## config.mk

```make
export PLATFORM = sky130hd
export DESIGN_NAME = i2c_bus_arbiter
export DESIGN_NICKNAME = d
export VERILOG_FILES = /design/src/rtl/i2c_arb_pkg.sv /design/src/rtl/i2c_arb_sync.sv /design/src/rtl/i2c_bus_arbiter.sv
export SDC_FILE = /design/constraint.sdc
export NUM_CORES = 1
export LEC_CHECK = 0
export CAP_MARGIN = 20
export CORE_ASPECT_RATIO = 1.1
export CORE_MARGIN = 5
export CORE_UTILIZATION = 48
export CTS_BUF_LIST = sky130_fd_sc_hd__clkbuf_8 sky130_fd_sc_hd__clkbuf_16
export DETAILED_ROUTE_END_ITERATION = 16
export PLACE_DENSITY_LB_ADDON = 0.3
export SETUP_SLACK_MARGIN = 0.05
export SLEW_MARGIN = 30
export SYNTH_ARGS = -nofsm -noshare
export SYNTH_HDL_FRONTEND = slang
export SYNTH_SLANG_ARGS = --single-unit
```

## constraint.sdc

```tcl
create_clock -name clk -period 2.2 [get_ports clk]
set_clock_uncertainty 0.2 [all_clocks]
set_input_delay 0.22 -clock clk [delete_from_list [all_inputs] [get_ports clk]]
set_output_delay 0.22 -clock clk [all_outputs]
set_load 0.05 [all_outputs]
```

## src/rtl/i2c_arb_pkg.sv

```systemverilog
// Shared types for the two-requester I2C byte-write arbiter: FSM states, status codes, word width
// and the round-robin pick helper.
package i2c_arb_pkg;

  localparam int I2C_WORD_W = 24;

  typedef enum logic [2:0] {
    S_IDLE    = 3'd0,
    S_GO_WAIT = 3'd1,
    S_RELEASE = 3'd2,
    S_RETRY   = 3'd3,
    S_RESP    = 3'd4
  } arb_state_e;

  typedef enum logic [1:0] {
    ST_OK      = 2'b00,
    ST_NACK    = 2'b01,
    ST_TIMEOUT = 2'b10
  } arb_status_e;

  // On a tie the requester that was not served last wins; 1 selects requester 1.
  function automatic logic pick_grant(input logic v0, input logic v1, input logic last);
    logic g;
    if (v0 && v1) begin
      g = ~last;
    end else if (v1) begin
      g = 1'b1;
    end else begin
      g = 1'b0;
    end
    return g;
  endfunction

endpackage

```

## src/rtl/i2c_arb_sync.sv

```systemverilog
// Two-flop synchronizer bringing the master's end/nack levels into the clk domain.
module i2c_arb_sync (
  input  logic       clk,
  input  logic       rst_n,
  input  logic [1:0] d,
  output logic [1:0] q
);

  logic [1:0] meta_r;
  logic [1:0] sync_r;

  // Double-register the asynchronous inputs.
  always_ff @(posedge clk or negedge rst_n) begin
    if (!rst_n) begin
      meta_r <= 2'b00;
      sync_r <= 2'b00;
    end else begin
      meta_r <= d;
      sync_r <= meta_r;
    end
  end

  assign q = sync_r;

endmodule

```

## src/rtl/i2c_bus_arbiter.sv

```systemverilog
// Round-robin arbiter sharing one I2C byte-write master between two requesters, with bus-hang timeout.
// Define I2C_ARB_RETRY_EN to re-attempt NACKed transfers up to MAX_RETRY extra times.
module i2c_bus_arbiter
  import i2c_arb_pkg::*;
#(
  parameter int TIMEOUT_CYC = 2_000_000
`ifdef I2C_ARB_RETRY_EN
  , parameter int MAX_RETRY = 3
`endif
) (
  input  logic                  clk,
  input  logic                  rst_n,
  input  logic                  req0_valid,
  input  logic [I2C_WORD_W-1:0] req0_data,
  output logic                  req0_ready,
  output logic                  req0_done,
  input  logic                  req1_valid,
  input  logic [I2C_WORD_W-1:0] req1_data,
  output logic                  req1_ready,
  output logic                  req1_done,
  output logic [1:0]            status,
  output logic                  busy,
  output logic [I2C_WORD_W-1:0] i2c_data,
  output logic                  i2c_go,
  input  logic                  i2c_end,
  input  logic                  i2c_nack
);

  localparam int TMR_W = (TIMEOUT_CYC > 1) ? $clog2(TIMEOUT_CYC) : 1;
  localparam logic [TMR_W-1:0] TMR_LAST = TMR_W'(TIMEOUT_CYC - 1);

  arb_state_e            state_r, state_nxt_s;
  logic                  go_r, go_nxt_s;
  logic [I2C_WORD_W-1:0] data_r, data_nxt_s;
  logic                  busy_r, busy_nxt_s;
  logic                  ready0_r, ready0_nxt_s, ready1_r, ready1_nxt_s;
  logic                  done0_r, done0_nxt_s, done1_r, done1_nxt_s;
  logic [1:0]            status_r, status_nxt_s;
  logic [1:0]            res_r, res_nxt_s;
  logic                  grant_r, grant_nxt_s;
  logic                  last_grant_r, last_grant_nxt_s;
  logic [TMR_W-1:0]      timer_r, timer_nxt_s;
  logic                  nack_r, nack_nxt_s;
  logic [1:0]            sync_q_s;
  logic                  end_s, nack_s, pick_s;

`ifdef I2C_ARB_RETRY_EN
  localparam int RC_W = (MAX_RETRY > 0) ? $clog2(MAX_RETRY + 1) : 1;
  localparam logic [RC_W-1:0] RC_MAX = RC_W'(MAX_RETRY);
  logic [RC_W-1:0] retry_cnt_r, retry_cnt_nxt_s;

  // Retry counter register, cleared on every new grant.
  always_ff @(posedge clk or negedge rst_n) begin
    if (!rst_n) begin
      retry_cnt_r <= '0;
    end else begin
      retry_cnt_r <= retry_cnt_nxt_s;
    end
  end
`endif

  i2c_arb_sync u_sync (
    .clk   (clk),
    .rst_n (rst_n),
    .d     ({i2c_nack, i2c_end}),
    .q     (sync_q_s)
  );

  assign end_s  = sync_q_s[0];
  assign nack_s = sync_q_s[1];
  assign pick_s = pick_grant(req0_valid, req1_valid, last_grant_r);

  // State and registered-output flops; last_grant starts at 1 so requester 0 wins the first tie.
  always_ff @(posedge clk or negedge rst_n) begin
    if (!rst_n) begin
      state_r      <= S_IDLE;
      go_r         <= 1'b0;
      data_r       <= '0;
      busy_r       <= 1'b0;
      ready0_r     <= 1'b0;
      ready1_r     <= 1'b0;
      done0_r      <= 1'b0;
      done1_r      <= 1'b0;
      status_r     <= 2'b00;
      res_r        <= 2'b00;
      grant_r      <= 1'b0;
      last_grant_r <= 1'b1;
      timer_r      <= '0;
      nack_r       <= 1'b0;
    end else begin
      state_r      <= state_nxt_s;
      go_r         <= go_nxt_s;
      data_r       <= data_nxt_s;
      busy_r       <= busy_nxt_s;
      ready0_r     <= ready0_nxt_s;
      ready1_r     <= ready1_nxt_s;
      done0_r      <= done0_nxt_s;
      done1_r      <= done1_nxt_s;
      status_r     <= status_nxt_s;
      res_r        <= res_nxt_s;
      grant_r      <= grant_nxt_s;
      last_grant_r <= last_grant_nxt_s;
      timer_r      <= timer_nxt_s;
      nack_r       <= nack_nxt_s;
    end
  end

  // Next-state and next-output logic.
  always_comb begin
    state_nxt_s      = state_r;
    go_nxt_s         = go_r;
    data_nxt_s       = data_r;
    busy_nxt_s       = busy_r;
    ready0_nxt_s     = 1'b0;
    ready1_nxt_s     = 1'b0;
    done0_nxt_s      = 1'b0;
    done1_nxt_s      = 1'b0;
    status_nxt_s     = status_r;
    res_nxt_s        = res_r;
    grant_nxt_s      = grant_r;
    last_grant_nxt_s = last_grant_r;
    timer_nxt_s      = timer_r;
    nack_nxt_s       = nack_r;
`ifdef I2C_ARB_RETRY_EN
    retry_cnt_nxt_s  = retry_cnt_r;
`endif
    case (state_r)
      S_IDLE: begin
        if (req0_valid || req1_valid) begin
          grant_nxt_s      = pick_s;
          last_grant_nxt_s = pick_s;
          ready0_nxt_s     = ~pick_s;
          ready1_nxt_s     = pick_s;
          data_nxt_s       = pick_s ? req1_data : req0_data;
          go_nxt_s         = 1'b1;
          busy_nxt_s       = 1'b1;
          timer_nxt_s      = '0;
          nack_nxt_s       = 1'b0;
          res_nxt_s        = ST_OK;
`ifdef I2C_ARB_RETRY_EN
          retry_cnt_nxt_s  = '0;
`endif
          state_nxt_s      = S_GO_WAIT;
        end else begin
          go_nxt_s = 1'b0;
        end
      end
      S_GO_WAIT: begin
        if (end_s) begin
          go_nxt_s    = 1'b0;
          nack_nxt_s  = nack_s;
          state_nxt_s = S_RELEASE;
        end else if (timer_r == TMR_LAST) begin
          // Master hung: abort without waiting for end.
          go_nxt_s    = 1'b0;
          res_nxt_s   = ST_TIMEOUT;
          state_nxt_s = S_RESP;
        end else begin
          timer_nxt_s = timer_r + 1'b1;
        end
      end
      S_RELEASE: begin
        if (!end_s) begin
`ifdef I2C_ARB_RETRY_EN
          if (nack_r && (retry_cnt_r < RC_MAX)) begin
            state_nxt_s = S_RETRY;
          end else begin
            res_nxt_s   = nack_r ? ST_NACK : ST_OK;
            state_nxt_s = S_RESP;
          end
`else
          res_nxt_s   = nack_r ? ST_NACK : ST_OK;
          state_nxt_s = S_RESP;
`endif
        end else begin
          state_nxt_s = S_RELEASE;
        end
      end
`ifdef I2C_ARB_RETRY_EN
      S_RETRY: begin
        retry_cnt_nxt_s = retry_cnt_r + 1'b1;
        go_nxt_s        = 1'b1;
        timer_nxt_s     = '0;
        nack_nxt_s      = 1'b0;
        state_nxt_s     = S_GO_WAIT;
      end
`endif
      S_RESP: begin
        done0_nxt_s  = ~grant_r;
        done1_nxt_s  = grant_r;
        status_nxt_s = res_r;
        busy_nxt_s   = 1'b0;
        state_nxt_s  = S_IDLE;
      end
      default: begin
        go_nxt_s    = 1'b0;
        busy_nxt_s  = 1'b0;
        state_nxt_s = S_IDLE;
      end
    endcase
  end

  assign req0_ready = ready0_r;
  assign req1_ready = ready1_r;
  assign req0_done  = done0_r;
  assign req1_done  = done1_r;
  assign status     = status_r;
  assign busy       = busy_r;
  assign i2c_data   = data_r;
  assign i2c_go     = go_r;

endmodule
```

**After elaboration in Yosys (flattened, before gate mapping)**

Cells that the tools add are included.

- Bits of input ports: 54
- Word-level logic and storage cells: 80
- Output and inout bits: 32
- Flip-flop bits (word level): 65

- Mux-type cells: 33
- Add/sub/neg operators: 1
- Bitwise operators: 5
- Reduce and logical (&&, ||, !) cells: 14
- Equality and inequality tests: 11

Operator list:

| kind | number |
|---|---|
| 21-bit two-way mux | 3 |
| 21-bit case mux with 2 select lines | 1 |
| 24-bit two-way mux | 1 |
| 21-bit by 1-bit adder with 21-bit output, second input constant | 1 |
| 21-bit equality test, second input constant | 1 |
| 1-bit two-way mux | 15 |
| 3-bit two-way mux | 4 |
| 2-bit != test, second input constant | 5 |
| 3-bit case mux with 3 select lines | 1 |
| 2-bit two-way mux | 4 |
| 2-bit AND reduction | 4 |
| 2-bit case mux with 3 select lines | 1 |
| 1-bit NOT | 5 |
| 5-bit AND reduction | 1 |
| 1-bit case mux with 2 select lines | 2 |
| 4-bit AND reduction | 1 |
| 2-bit OR reduction | 2 |
| 3-bit by 1-bit equality test with 1-bit output, second input constant | 1 |
| 3-bit by 2-bit equality test with 1-bit output, second input constant | 1 |
| 3-bit equality test, second input constant | 1 |
| 3-bit logical NOT | 1 |
| 3-bit by 2-bit != test with 1-bit output, second input constant | 1 |
| 1-bit case mux with 3 select lines | 1 |
| 3-bit AND reduction | 1 |
| other kinds (5) | 5 |

**Longest topological paths before layout**

- Depth after elaboration: 5
- Gate-level depth with buffers: 8
- Mapped depth without buffers: 6

**Cells and area by module**

From an unflattened synthesis, not the netlist that was laid out.

- Cells, all modules: 306
- Area total of the unflattened synthesis: 3106.7 µm²

Modules (own cells, without submodules):

| module | area each (µm²) | cells an instance | instances |
|---|---|---|---|
| i2c_bus_arbiter | 3006.6 | 302 | 1 |
| i2c_arb_sync | 100.1 | 4 | 1 |

**Least setup slack after synthesis**

OpenSTA, ideal clock, no wires.

- Path kind: register to register
- Start: register timer_r[0]
- End: register res_r[0]
- Required time: 1.929 ns
- Arrival time: 1.736 ns
- Stages on the path, launching flop included: 8
- Path slack: 0.193 ns
- Path buffers: 1
- Cells stage by stage: dfrtp_1 ha_1 nand2_1 or2_2 buf_2 nor3_1 or4b_2 nand4_1

- Word-level cells in the longest chain between the ends: 3

RTL lines:

| element | line | RTL |
|---|---|---|
| start, declared | i2c_bus_arbiter.sv:42 | `logic [TMR_W-1:0] timer_r, timer_nxt_s;` |
| start signal, assigned | i2c_bus_arbiter.sv:103 | `timer_r <= timer_nxt_s;` |
| 21-bit equality test | i2c_bus_arbiter.sv:153 | `end else if (timer_r == TMR_LAST) begin` |
| 2-bit != test (no source line) | n/a |  |
| 5-bit AND reduction (no source line) | n/a |  |
| end signal, assigned | i2c_bus_arbiter.sv:100 | `res_r <= res_nxt_s;` |
| end, declared | i2c_bus_arbiter.sv:39 | `logic [1:0] res_r, res_nxt_s;` |

No other way between the ends.
A chain may end at the register's enable or synchronous reset.

**Worst setup path after layout**

- Start: register go_r (netlist: i2c_go)
- End: output i2c_go

RTL lines:

| element | line | RTL |
|---|---|---|
| start, declared | i2c_bus_arbiter.sv:33 | `logic go_r, go_nxt_s;` |
| start signal, assigned | i2c_bus_arbiter.sv:92 | `go_r <= go_nxt_s;` |
| end, declared | i2c_bus_arbiter.sv:24 | `output logic i2c_go,` |

No word-level cell between the ends.

==> out/summary.txt <==
status - complete, no violations
GR Util All Layers - 22.0%
initial antenna violation count - 0
Critical R2R Capture - timer_r[9]$_DFFE_PN0P_
Final Wtd Congestion - 0.931
synth unique cells - 48
Crit path largest cell delay - 860 ps
maximum vdd drop - 0.680 mV
number of global-route vias before repair - 2892
Post-Route WL - 8630 um
flop-to-flop setup slack - 190 ps
Design Area, Final - 0.00446 mm2
Max-cap violations - 0
clk sink count - 65
syn_area_per_cell - 9.74 um2
Final HPWL DP - 6510 um
R2R cell count - 6
Static Leak - 0.00194 uW
worst setup margin - 188 ps
antenna viol nets, final - 0
share of Yosys cell area claimed by the top area cell type - 51.4%
CTS buffer count - 9
Final TNS setup - 0 ps
Setup crit start kind - flip-flop
min-delay src - i2c_end
worst path cell trace - clkdlybuf4s50_1
H-tree depth - 3
DR vias - 2897
CP max stage cell - clkdlybuf4s50_1
Post-Syn Area - 0.00312 mm2
Final Setup Violations - 0
f_max - 497 MHz
Max Buffers Root-to-Sink - 2
unrepaired setup endpoints after global routing - false
Hold Crit Depth - 1
post-synth top area cell - dfrtp_1
fin crit share - 91.4%
clock slew at reported path FFs - 70 ps
Synth async-reset ratio - 100%
syn_nets - 375
Setup WS pre-CTS - 91.5 ps
cell count after synthesis - 320
CTS tree - done
worst path buffer plus inverter count - 1
sequential area share after synthesis - 52.2%
Skew-Pair Late Insertion Delay - 340 ps
number of remaining DRC errors - 0
effective utilization at floorplan - 50.0%
Critical R2R Launch - state_r[1]$_DFFE_PN0P_
share of cells above drive strength 1 - 14.3%
Power Density - 1270 mW/mm2
DP Area - 0.00425 mm2
nets@finish - 485
First-pass DRT Iterations - 5
HP Class - primary input to flip-flop
largest net degree at the start of global routing - 33
CP top delay family - buffers and inverters
critical path endpoint category - primary output
CTS root buf - clkbuf_8
Via-to-Cell Ratio - 5.63
Ports - 86
first-pass GRT wire length - 14200 um
most numerous cell in the Yosys netlist - dfrtp_1
IO Port Bufs - 85
global route overflow - 0
Synth Register Bits - 65
Post-synth top cells - 64 x dfrtp_1, 48 x o21ai_0, 43 x nand2_1
relative slew slack - 63.1%
P&R area growth vs syn - 43.1%
top cells by area, synth - dfrtp_1 51%, o21ai_0 7.7%, nand2_1 5.2%
ys flop type - dfrtp_1
count of final hold-check violations - 0
area of the die - 0.00821 mm2
YS warnings - 0
critical path peak fanout - 4
Tmin final - 2010 ps
Worst Tran Pin Value - 552 ps
WHS - 119 ps
Req. time, crit path - 1780 ps
core footprint - 0.00623 mm2
drt initial violations - 132
site row count - 30
die height - 94.5 um
hold path endpoint - u_sync.meta_r[0]$_DFF_PN0_
Slew Viols, Final - 0
Worst EP arrival - 1590 ps
EDFF count, synth - 0
Avg WL per Cell - 16.8 um
Antenna Diode Count - 0
Setup CP Type - flip-flop to primary output
Die W - 86.8 um
==> what timing repair did <==
item                                    4_1_cts  5_1_grt
hold buffers                                  1        0
pin swaps                                     1        1
resized for setup                             0        2
endpoints found under the setup margin        5        6
buffers inserted                              1        0
endpoints found under the hold margin        18        0
==> per-stage QoR <==
stage	cells	power (uW)	utilization (%)
after floorplan	320	3610	-
after global placement	497	4630	68.2
after detailed placement	497	4720	68.2
after CTS	515	5690	71.5
after global routing	515	6010	71.6
final	515	5660	71.6
==> layout make-up <==
cell class | instances | area [um2]
Fill cell | 468 | 1770
Sequential cell | 65 | 1630
Multi-Input combinational cell | 231 | 1380
Timing Repair Buffer | 118 | 1150
Clock buffer | 9 | 124
Tap cell | 80 | 100
Clock inverter | 7 | 62.6
Inverter | 5 | 18.8
==> worst max-delay path by stage <==
stage	end	cells after the start	slack, ps	start
6_report	i2c_go	1	190	i2c_go$_DFFE_PN0P_
5_1_grt	timer_r[11]$_DFFE_PN0P_	6	50	state_r[1]$_DFFE_PN0P_
4_1_cts	timer_r[18]$_DFFE_PN0P_	7	110	timer_r[7]$_DFFE_PN0P_
3_5_place_dp	timer_r[18]$_DFFE_PN0P_	6	90	timer_r[7]$_DFFE_PN0P_
3_3_place_gp	timer_r[15]$_DFFE_PN0P_	6	200	timer_r[14]$_DFFE_PN0P_
2_1_floorplan	res_r[0]$_DFFE_PN0P_	7	190	timer_r[0]$_DFFE_PN0P_
==> sequential cells by signal, summed over array words and instances, names as in the netlist, 2 cells and up <==
| name | cells |
|---|---|
| i2c_data | 24 |
| res_r | 2 |
| state_r | 3 |
| status | 2 |
| timer_r | 21 |
| u_sync.meta_r | 2 |
| u_sync.q | 2 |
==> placed cells by master (no fill, tap or decap), types with 2 or more instances in the layout <==
| cell type | Yosys | layout |
|---|---|---|
| nand4_1 | 7 | 7 |
| nand2b_1 | 2 | 2 |
| and3_1 | 7 | 7 |
| o21ai_0 | 48 | 48 |
| clkbuf_8 | 0 | 9 |
| a22oi_1 | 12 | 12 |
| a31oi_1 | 5 | 5 |
| mux2_2 | 2 | 2 |
| buf_12 | 0 | 4 |
| inv_1 | 4 | 5 |
| o21a_1 | 3 | 3 |
| nand2_1 | 43 | 43 |
| clkinv_2 | 0 | 4 |
| dfrtp_1 | 64 | 64 |
| buf_4 | 2 | 28 |
| nor4_1 | 3 | 3 |
| or3_1 | 4 | 4 |
| a21oi_1 | 12 | 12 |
| clkdlybuf4s50_1 | 0 | 84 |
| nand3_1 | 12 | 12 |
| mux2i_1 | 12 | 12 |
| nor3_1 | 3 | 3 |
| or2_2 | 2 | 2 |
| o31ai_1 | 7 | 7 |
| a21o_1 | 2 | 2 |
| and4_1 | 3 | 3 |
| nor2_1 | 19 | 18 |
| xor2_1 | 3 | 3 |
| a41oi_1 | 2 | 2 |
==> metal layers <==
metal | vias up | GRT usage, % | share of wire (%)
li1 | 1390 | - | -
met1 | 1373 | 28.0 | 42
met2 | 124 | 35.8 | 48
met3 | 10 | 6.20 | 8.9
met4 | 0 | 7.53 | 1.0
met5 | - | 0 | 0
==> logic make-up after synthesis <==
kind of cell / after synthesis / share of synthesized area, %
AOI/OAI and AO/OA: 99 / 19.4
xor gates and xnor gates: 3 / 0.843
adders and majority gates: 1 / 0.401
buffers and inverters: 24 / 3.85
DFF: 65 / 52.2
muxes: 14 / 4.57
and+or+nand+nor: 114 / 18.7
==> power breakdown <==
part           total (uW)  switching (uW)  leakage [uW]  internal (uW)
clock network         953             441      0.000104            513
registers            1760             218      0.000841           1540
logic                2940            1860      0.000993           1080
No activity file was read; power rests on OpenSTA's default activity.
